File: config.mk
export PLATFORM = sky130hd
export DESIGN_NAME = spwm_multi
export DESIGN_NICKNAME = d
export VERILOG_FILES = /design/src/rtl/spwm_pkg.sv /design/src/rtl/spwm_qsine_rom.sv /design/src/rtl/spwm_multi.sv
export SDC_FILE = /design/constraint.sdc
export NUM_CORES = 1
export LEC_CHECK = 0
export BUFFER_PORTS_ARGS = -buffer_cell sky130_fd_sc_hd__buf_4
export CORE_MARGIN = 2
export CORE_UTILIZATION = 65
export DETAILED_ROUTE_END_ITERATION = 16
export PLACE_DENSITY = 0.79
export SETUP_SLACK_MARGIN = 0.2
export SLEW_MARGIN = 20
export SYNTH_ARGS = -nofsm -noshare
export SYNTH_HDL_FRONTEND = slang
export SYNTH_HIERARCHICAL = 1
export SYNTH_SLANG_ARGS = --single-unit
File: constraint.sdc
create_clock -name clk -period 8.8 [get_ports clk]
set_clock_uncertainty 0.15 [all_clocks]
set_input_delay 1.32 -clock clk [delete_from_list [all_inputs] [get_ports clk]]
set_output_delay 1.32 -clock clk [all_outputs]
set_load 0.03 [all_outputs]
File: src/rtl/spwm_pkg.sv
// Shared definitions for the multi-channel SPWM generator: amplitude scale,
// controller states and an elaboration-time log2 helper.
package spwm_pkg;

   localparam logic [8:0] AMP_FULL = 9'd256;

   typedef enum logic [1:0] {
      ST_IDLE = 2'd0,
      ST_RUN  = 2'd1,
      ST_GAP  = 2'd2
   } spwm_state_e;

   function automatic int clog2(input int value);
      int res;
      res = 32'sd0;
      while ((32'sd1 << res) < value) begin
         res = res + 32'sd1;
      end
      return res;
   endfunction

endpackage

File: src/rtl/spwm_qsine_rom.sv
// Quarter-wave sine table scaled to the carrier period, built at elaboration
// with integer fixed-point arithmetic, read through a one-cycle register.
module spwm_qsine_rom
   import spwm_pkg::*;
#(
   parameter int PERIOD = 5000,
   parameter int QSTEPS = 44,
   parameter int CNT_W  = 13,
   parameter int AW     = clog2(QSTEPS + 1)
) (
   input  logic             clk_i,
   input  logic [AW-1:0]    addr_i,
   output logic [CNT_W-1:0] data_o
);

   logic [CNT_W-1:0] tbl_s [QSTEPS+1];
   logic [CNT_W-1:0] data_q;

   // round(PERIOD * sin(pi/2 * k / QSTEPS)) via a Q30 Taylor series.
   function automatic longint qsine_val(input int k);
      longint x;
      longint x2;
      longint term;
      longint sum;
      x    = (64'sd3373259426 * longint'(k)) / longint'(2 * QSTEPS);
      x2   = (x * x) >>> 30;
      term = x;
      sum  = x;
      for (int n = 32'sd1; n <= 32'sd10; n++) begin
         term = -((term * x2) >>> 30) / longint'((2 * n) * (2 * n + 1));
         sum  = sum + term;
      end
      return (longint'(PERIOD) * sum + 64'sd536870912) >>> 30;
   endfunction

   for (genvar k = 0; k <= QSTEPS; k++) begin : g_tbl
      localparam longint VAL = qsine_val(k);
      assign tbl_s[k] = CNT_W'(VAL);
   end

   // Registered table read.
   always_ff @(posedge clk_i) begin
      if (int'(addr_i) <= QSTEPS) begin
         data_q <= tbl_s[addr_i];
      end else begin
         data_q <= '0;
      end
   end

   assign data_o = data_q;

endmodule

File: src/rtl/spwm_multi.sv
// Multi-channel sinusoidal PWM: shared carrier and half-wave phase stepping,
// per-channel phase offset, shared amplitude and optional gap between half waves.
module spwm_multi
   import spwm_pkg::*;
#(
   parameter int                     N_CH          = 2,
   parameter int                     PERIOD        = 5000,
   parameter int                     CNT_W         = 13,
   parameter int                     QSTEPS        = 44,
   parameter int                     TH_W          = 10,
   parameter int                     CARR_PER_STEP = 1,
   parameter int                     GAP_W         = 20,
   parameter logic [N_CH*TH_W-1:0]   PHASE_OFS     = '0
) (
   input  logic             clk,
   input  logic             rst,
   input  logic             en,
   input  logic [8:0]       amp,
   input  logic [GAP_W-1:0] gap_len,
   output logic [N_CH-1:0]  pwm,
   output logic [TH_W-1:0]  theta_o,
   output logic             cycle_done
);

   localparam int HALF = 2 * QSTEPS;
   localparam int AW   = clog2(QSTEPS + 1);
   localparam int SW   = (CARR_PER_STEP > 1) ? clog2(CARR_PER_STEP) : 1;
   localparam int PW   = CNT_W + 9;

   spwm_state_e      state_q, state_d;
   logic [CNT_W-1:0] cnt_q, cnt_d;
   logic [SW-1:0]    step_q, step_d;
   logic [TH_W-1:0]  theta_q, theta_d, th_next_s;
   logic [GAP_W-1:0] gap_cnt_q, gap_cnt_d, gap_len_q, gap_len_d;
   logic             cycle_done_q, cycle_done_d;
   logic [N_CH-1:0]  pwm_q, pwm_d;
   logic [8:0]       amp_c_s;
   logic             wrap_s, step_last_s, period_start_s;

   assign wrap_s         = (cnt_q == CNT_W'(PERIOD - 1));
   assign step_last_s    = (step_q == SW'(CARR_PER_STEP - 1));
   assign period_start_s = (state_q == ST_IDLE) || wrap_s;
   assign amp_c_s        = (amp > AMP_FULL) ? AMP_FULL : amp;

   // Theta of the upcoming period, looked ahead so the ROM read lands before cnt=0.
   always_comb begin
      th_next_s = '0;
      if (rst || !en) begin
         th_next_s = '0;
      end else if (state_q == ST_RUN && step_last_s) begin
         if (theta_q == TH_W'(HALF - 1)) begin
            th_next_s = '0;
         end else begin
            th_next_s = theta_q + TH_W'(1);
         end
      end else if (state_q == ST_RUN) begin
         th_next_s = theta_q;
      end else begin
         th_next_s = '0;
      end
   end

   for (genvar c = 0; c < N_CH; c++) begin : g_ch
      logic [TH_W:0]    sum_s;
      logic [TH_W-1:0]  th_c_s;
      logic [AW-1:0]    addr_s;
      logic [CNT_W-1:0] rom_s, duty_q, duty_d;
      logic [PW-1:0]    prod_s;

      // Channel phase wrap and half-wave fold onto the quarter table.
      always_comb begin
         sum_s = {1'b0, th_next_s} + {1'b0, PHASE_OFS[c*TH_W +: TH_W]};
         if (sum_s >= (TH_W+1)'(HALF)) begin
            th_c_s = TH_W'(sum_s - (TH_W+1)'(HALF));
         end else begin
            th_c_s = sum_s[TH_W-1:0];
         end
         if (th_c_s <= TH_W'(QSTEPS)) begin
            addr_s = AW'(th_c_s);
         end else begin
            addr_s = AW'(TH_W'(HALF) - th_c_s);
         end
      end

      spwm_qsine_rom #(
         .PERIOD (PERIOD),
         .QSTEPS (QSTEPS),
         .CNT_W  (CNT_W),
         .AW     (AW)
      ) u_rom (
         .clk_i  (clk),
         .addr_i (addr_s),
         .data_o (rom_s)
      );

      // Scaled duty, taken only when a new carrier period begins.
      always_comb begin
         prod_s = PW'(rom_s) * PW'(amp_c_s);
         if (period_start_s) begin
            duty_d = CNT_W'(prod_s >> 4'd8);
         end else begin
            duty_d = duty_q;
         end
      end

      // Per-channel duty register.
      always_ff @(posedge clk) begin
         if (rst) begin
            duty_q <= '0;
         end else begin
            duty_q <= duty_d;
         end
      end

      assign pwm_d[c] = (state_d == ST_RUN) && (cnt_d < duty_d);
   end

   // Controller next state: carrier, phase step, gap and half-wave completion.
   always_comb begin
      state_d      = state_q;
      cnt_d        = cnt_q;
      step_d       = step_q;
      theta_d      = theta_q;
      gap_cnt_d    = gap_cnt_q;
      gap_len_d    = gap_len_q;
      cycle_done_d = 1'b0;
      if (!en) begin
         state_d   = ST_IDLE;
         cnt_d     = '0;
         step_d    = '0;
         theta_d   = '0;
         gap_cnt_d = '0;
      end else begin
         case (state_q)
            ST_IDLE: begin
               state_d = ST_RUN;
               cnt_d   = '0;
               step_d  = '0;
               theta_d = '0;
            end
            ST_RUN: begin
               if (!wrap_s) begin
                  cnt_d = cnt_q + CNT_W'(1);
               end else begin
                  cnt_d = '0;
                  if (!step_last_s) begin
                     step_d = step_q + SW'(1);
                  end else begin
                     step_d = '0;
                     if (theta_q != TH_W'(HALF - 1)) begin
                        theta_d = theta_q + TH_W'(1);
                     end else begin
                        theta_d      = '0;
                        cycle_done_d = 1'b1;
                        if (gap_len != '0) begin
                           state_d   = ST_GAP;
                           gap_len_d = gap_len;
                           gap_cnt_d = '0;
                        end else begin
                           state_d = ST_RUN;
                        end
                     end
                  end
               end
            end
            ST_GAP: begin
               theta_d = '0;
               if (!wrap_s) begin
                  cnt_d = cnt_q + CNT_W'(1);
               end else begin
                  cnt_d = '0;
                  if (gap_cnt_q == gap_len_q - GAP_W'(1)) begin
                     state_d   = ST_RUN;
                     gap_cnt_d = '0;
                     step_d    = '0;
                  end else begin
                     gap_cnt_d = gap_cnt_q + GAP_W'(1);
                  end
               end
            end
            default: begin
               state_d = ST_IDLE;
               cnt_d   = '0;
               step_d  = '0;
               theta_d = '0;
            end
         endcase
      end
   end

   // Controller and output registers.
   always_ff @(posedge clk) begin
      if (rst) begin
         state_q      <= ST_IDLE;
         cnt_q        <= '0;
         step_q       <= '0;
         theta_q      <= '0;
         gap_cnt_q    <= '0;
         gap_len_q    <= '0;
         cycle_done_q <= 1'b0;
         pwm_q        <= '0;
      end else begin
         state_q      <= state_d;
         cnt_q        <= cnt_d;
         step_q       <= step_d;
         theta_q      <= theta_d;
         gap_cnt_q    <= gap_cnt_d;
         gap_len_q    <= gap_len_d;
         cycle_done_q <= cycle_done_d;
         pwm_q        <= pwm_d;
      end
   end

   assign pwm        = pwm_q;
   assign theta_o    = theta_q;
   assign cycle_done = cycle_done_q;

endmodule

Word-level counts from Yosys, hierarchy flattened
Memories as Yosys holds them, arrays and structs flattened. A register that Yosys moved wholly into a read port is not among the register bits.
Cells that the tools add are included.
{"block": "classes", "n_addsub": 7, "n_mul": 1, "magnitude_cmp": 6, "n_eq_ne": 13, "mux": 34, "bitwise": 6, "n_reduce_logical": 18}
{"cell": "2-to-1 mux 20 bit", "n": 6}
{"cell": "2-to-1 mux 13 bit", "n": 5}
{"cell": "2-to-1 mux 10 bit", "n": 6}
{"cell": "case mux 20 bit (2 select lines)", "n": 1}
{"cell": "less-than comparator 13 bit", "n": 2}
{"cell": "multiplier 13 x 9 -> 21 bit", "n": 1}
{"cell": "adder 20 x 1 -> 20 bit, second input constant", "n": 1}
{"cell": "== test 20 bit", "n": 1}
{"cell": "nonzero test 20 bit", "n": 1}
{"cell": "subtractor 20 x 1 -> 20 bit, second input constant", "n": 1}
{"cell": "2-to-1 mux 2 bit", "n": 7}
{"cell": "adder 13 x 1 -> 13 bit, second input constant", "n": 1}
{"cell": "== test 13 bit, second input constant", "n": 1}
{"cell": "AND reduction 6 bit", "n": 2}
{"cell": "adder 10 x 1 -> 10 bit, second input constant", "n": 1}
{"cell": "== test 10 x 7 -> 1 bit, second input constant", "n": 1}
{"cell": ">= comparator 10 x 7 -> 1 bit, second input constant", "n": 1}
{"cell": "<= comparator 10 x 6 -> 1 bit, second input constant", "n": 1}
{"cell": "!= test 10 x 7 -> 1 bit, second input constant", "n": 1}
{"cell": "!= test 2 bit, second input constant", "n": 5}
{"cell": "subtractor 10 x 7 -> 10 bit, second input constant", "n": 1}
{"cell": "> comparator 9 bit, second input constant", "n": 1}
{"cell": "2-to-1 mux 9 bit", "n": 1}
{"cell": "NOT 6 -> 7 bit", "n": 1}
{"cell": "21 further kinds", "n": 35}
{"block": "totals", "ff_bits": 95, "romBits": 832, "inputBits": 32, "output_inout_bits": 13, "elab_cells": 96, "n_memories": 1}
{"memory": "(no name shown)", "words": 64, "width": 13, "rd": 1, "rd_clocked_by_memory_dff": 1, "wr": 0, "line_no": "spwm_qsine_rom.sv:44", "text": "data_q <= tbl_s[addr_i];"}

Logic depth before layout (Yosys ltp)
{"block": "logic_depth", "ltp_word": 10, "mapped_depth": 29}

Cells and area by module
The synthesis kept the hierarchy.
{"module": "spwm_multi", "instances": 1, "cells_per_inst": 1524, "area_each_um2": 12926.1, "seq_area_each_um2": 1881.8}
{"module": "spwm_qsine_rom at g_ch[1].u_rom", "instances": 1, "cells_per_inst": 152, "area_each_um2": 1261.2, "seq_area_each_um2": 260.2}
{"module": "spwm_qsine_rom at g_ch[0].u_rom", "instances": 1, "cells_per_inst": 156, "area_each_um2": 1207.4, "seq_area_each_um2": 260.2}

Least setup slack after synthesis
Ideal clock, no wire load.
{"block": "synth_path", "kind": "input to register", "start": "input amp[8]", "end": "register pwm_q[1] (netlist: pwm[1])", "setup_time_ns": 0.073, "arrival_time_ns": 6.928, "required_ns": 8.577, "slack_ns": 1.649, "cell_stages": 28, "path_buffers": 3, "path_cell_list": "clkbuf_1 clkbuf_1 nor2b_1 clkbuf_1 nand2_1 fa_1 inv_1 fa_1 inv_1 fa_1 inv_1 fa_1 ha_1 nand4b_1 nor3_1 o2111ai_1 a21boi_0 o21ai_0 o31a_1 and2_1 ha_1 a21o_1 a21o_1 a21oi_1 nor2b_1 o21ai_0 a31oi_1 nor3b_2"}
{"block": "synth_between", "elab_chain_cells": 6}
{"element": "start: declaration", "line_no": "spwm_multi.sv:18", "text": "input logic [8:0] amp,"}
{"element": "> comparator 9 bit", "line_no": "spwm_multi.sv:43", "text": "assign amp_c_s = (amp > AMP_FULL) ? AMP_FULL : amp;"}
{"element": "2-to-1 mux 9 bit *", "line_no": "spwm_multi.sv:43"}
{"element": "multiplier 13 x 9 -> 21 bit *", "line_no": "spwm_multi.sv:98", "text": "prod_s = PW'(rom_s) * PW'(amp_c_s);"}
{"element": "2-to-1 mux 13 bit *", "line_no": "spwm_multi.sv:99", "text": "if (period_start_s) begin"}
{"element": "less-than comparator 13 bit *", "line_no": "spwm_multi.sv:115", "text": "assign pwm_d[c] = (state_d == ST_RUN) && (cnt_d < duty_d);"}
{"element": "logical AND 1 bit *", "line_no": "spwm_multi.sv:115"}
{"element": "end signal: assignment", "line_no": "spwm_multi.sv:210", "text": "pwm_q <= pwm_d;"}
{"element": "end: declaration", "line_no": "spwm_multi.sv:36", "text": "logic [N_CH-1:0] pwm_q, pwm_d;"}
Every way passes the cells marked *; elsewhere a longest branch is shown, timed or not.
A chain may end at the register's enable or synchronous reset.

Worst setup path in the final report
Same ends and word-level chain as after synthesis.

==> metrics.cfg <==
[yosys]
synth_largest_area_cell=fa_1
ys_top_cells_by_area=fa_1 (20%), dfxtp_1 (16%), ha_1 (10%)
netlist_area_um2=15400
avgSynthCellArea_um2=8.40
ys_types=99
yosysWarnings=6
yosys_most_used_dff=dfxtp_1
synthArstFlopShare=0
ys_ff_latch=120
synthCells=1832
ys_seq_area_frac=0.156
synth_enable_flop_cells=0
synth_top_area_frac=0.198
syn_nets=2140

[setup_path]
start_kind=input pin
worstSetupPathType=in -> reg
cp.depth=26
path_common_cell=ha_1
end_kind=flip-flop
path_buf_inv=4
cp.required_ns=9.00
ff2ff_path_depth=24
crit_slowest_cell=nor2b_1
crit_family=adder cells
cp_max_fo=36
max_stage_delay_ns=0.66
cp_data_arrival_time_ns=7.60

[cells_and_area]
n_antenna_cell=0
drive_gt1_frac=0.0853
n_fill_cell=1820
area_growth_pct=6.82
fin_nets=2123
mostFrequentLayoutCells=inv_1 (189), nand2_1 (157), fa_1 (152), and2_1 (145), ha_1 (124)
final_common_cell=inv_1

[cts]
cts-hold-fix-buffers=0
tritoncts=built
cts_resized=0
htree_levels=4
cts.sinks=120
numCtsBuffers=17
postCtsSetupBuffers=0
path_clk_slew_ns=0.06
cts-root-buf=clkbuf_16
cts_buffer_depth=2
clkLatencyLatePin_ns=0.43

[die]
num_io_pins=45
core-area_um2=23300
initial_core_util=0.660
dieArea_um2=24900
die-height_um=158
rows=56
dieWidth_um=158

[job]
max_cap_viol_count=0

[timing]
layout_setup_ws_ns=1.40
slew_violations=0
setup_viol=0
hold_violations=0
tns_ns=0
rsz0062_at_grt=false
fin_crit_sh=0.841
worstMarginPinSlew_ns=0.916
fmax_mhz=135
relSlewSlack=0.390
fin_crit_ns=7.40

[grt]
grt.overflow.total=0
grt_pass1_vias=12453
grt_first_pass_wirelength_um=62600
grtUsageTotal=0.315
grt_max_degree=84
antenna_found_initial=0

[routing]
avgViaCountPerCell=6.11
routed_wl_um=38300
drt-pass1-iter-count=6
vias=13122
ant_nets=0
post_drt_wl_per_cell_um=17.8
dr.first_iter.drc_count=1353
drc=0

[pwr]
power_density_nw_per_um2=84.2
p_leak_nw=7.80
ir_worst_vdd_v=0.0000793

[placed_design]
place_congestion=0.915
portBuffers=44
dpl.hpwl_um=28800
dp_slack_ns=1.02

[min_path]
hold_path_class=reg -> reg
hold_depth=2

[status]
outcome=finished, final reports clean

synth_stat cells, drive strengths merged, types with 11 or more instances:
cell / n
inv: 190
nand2: 158
fa: 152
and2: 147
nor2: 130
ha: 124
dfxtp: 120
o21ai: 70
a21oi: 66
clkbuf: 63
nor3: 59
xnor2: 46
mux2i: 40
buf: 38
xor2: 34
nand3: 33
nor2b: 31
nand4: 22
a211oi: 20
and3: 20
or3: 19
a21o: 18
o211ai: 16
a31oi: 14
nor4: 14
o311ai: 11
cells by family (layout without fill, tap and decap cells):
group	count (synthesis)	count (layout)	synth area share
AOI/OAI and AO/OA	319	319	0.148
xor gates and xnor gates	80	80	0.0455
adders and majority gates	276	276	0.298
buffers and inverters	291	287	0.0779
DFF	120	120	0.156
muxes	45	45	0.0304
and+or+nand+nor	701	701	0.244
through the flow:
step                      total power [mW]  hold WS, ns  instances   util  instance area, um^2
after global routing                  1.43        0.360       2147  0.705                16400
after global placement               0.676        0.290       2115  0.679                15800
after floorplan                      0.638        0.282       1832      -                15400
after detailed placement             0.679        0.322       2115  0.679                15800
final                                 1.38        0.331       2147  0.705                16400
after CTS                             1.39        0.331       2147  0.705                16400
cell type report:
type                    instances  area (um^2)  share of cell area
multi-input cells            1421        11800               0.720
flip-flops and latches        120         2400               0.146
inverters                     190          713              0.0434
repair buffers                 65          488              0.0297
clock buffers                  17          425              0.0259
well taps                     319          399              0.0243
clock inverters                15          178              0.0108
sequential cells by signal, indices dropped and copies added (netlist names):
name / flops
gap_cnt_q: 20
cycle_done: 1
cnt_q: 13
theta_o: 10
state_q: 2
g_ch.duty_q: 26
gap_len_q: 20
pwm: 2
g_ch.u_rom/data_o: 26
per-layer routing:
metal,global-route usage,share of wire,vias up
met5,0,0,-
met3,0.0495,0.069,82
met1,0.436,0.43,6373
met4,0.106,0.027,0
met2,0.505,0.47,471
li1,-,-,6196
where the power goes:
part | leakage (nW) | internal, mW | switching, mW
combinational | 6.55 | 0.0426 | 0.0741
sequential | 0.968 | 0.548 | 0.00497
clock | 0.290 | 0.406 | 0.308
total | 7.80 | 0.997 | 0.387
tightest hold or removal path: cells and delay by family, from the launching register on:
family	cells	cell delay (ns)
compound gates	1	0.06
flops	1	0.30
simple gates	1	0.07
worst paths after layout:
kind,from,endpoint,slack (ns)
max,amp[8],pwm[1]$_SDFF_PP0_,1.40
min,g_ch[1].duty_q[9]$_SDFF_PP0_,g_ch[1].duty_q[9]$_SDFF_PP0_,0.33
max reg2reg,g_ch[1].u_rom/data_o[5]$_SDFF_PN0_,pwm[1]$_SDFF_PP0_,2.56
min reg2reg,g_ch[1].duty_q[9]$_SDFF_PP0_,g_ch[1].duty_q[9]$_SDFF_PP0_,0.33
(Power assumes the default switching activity.)
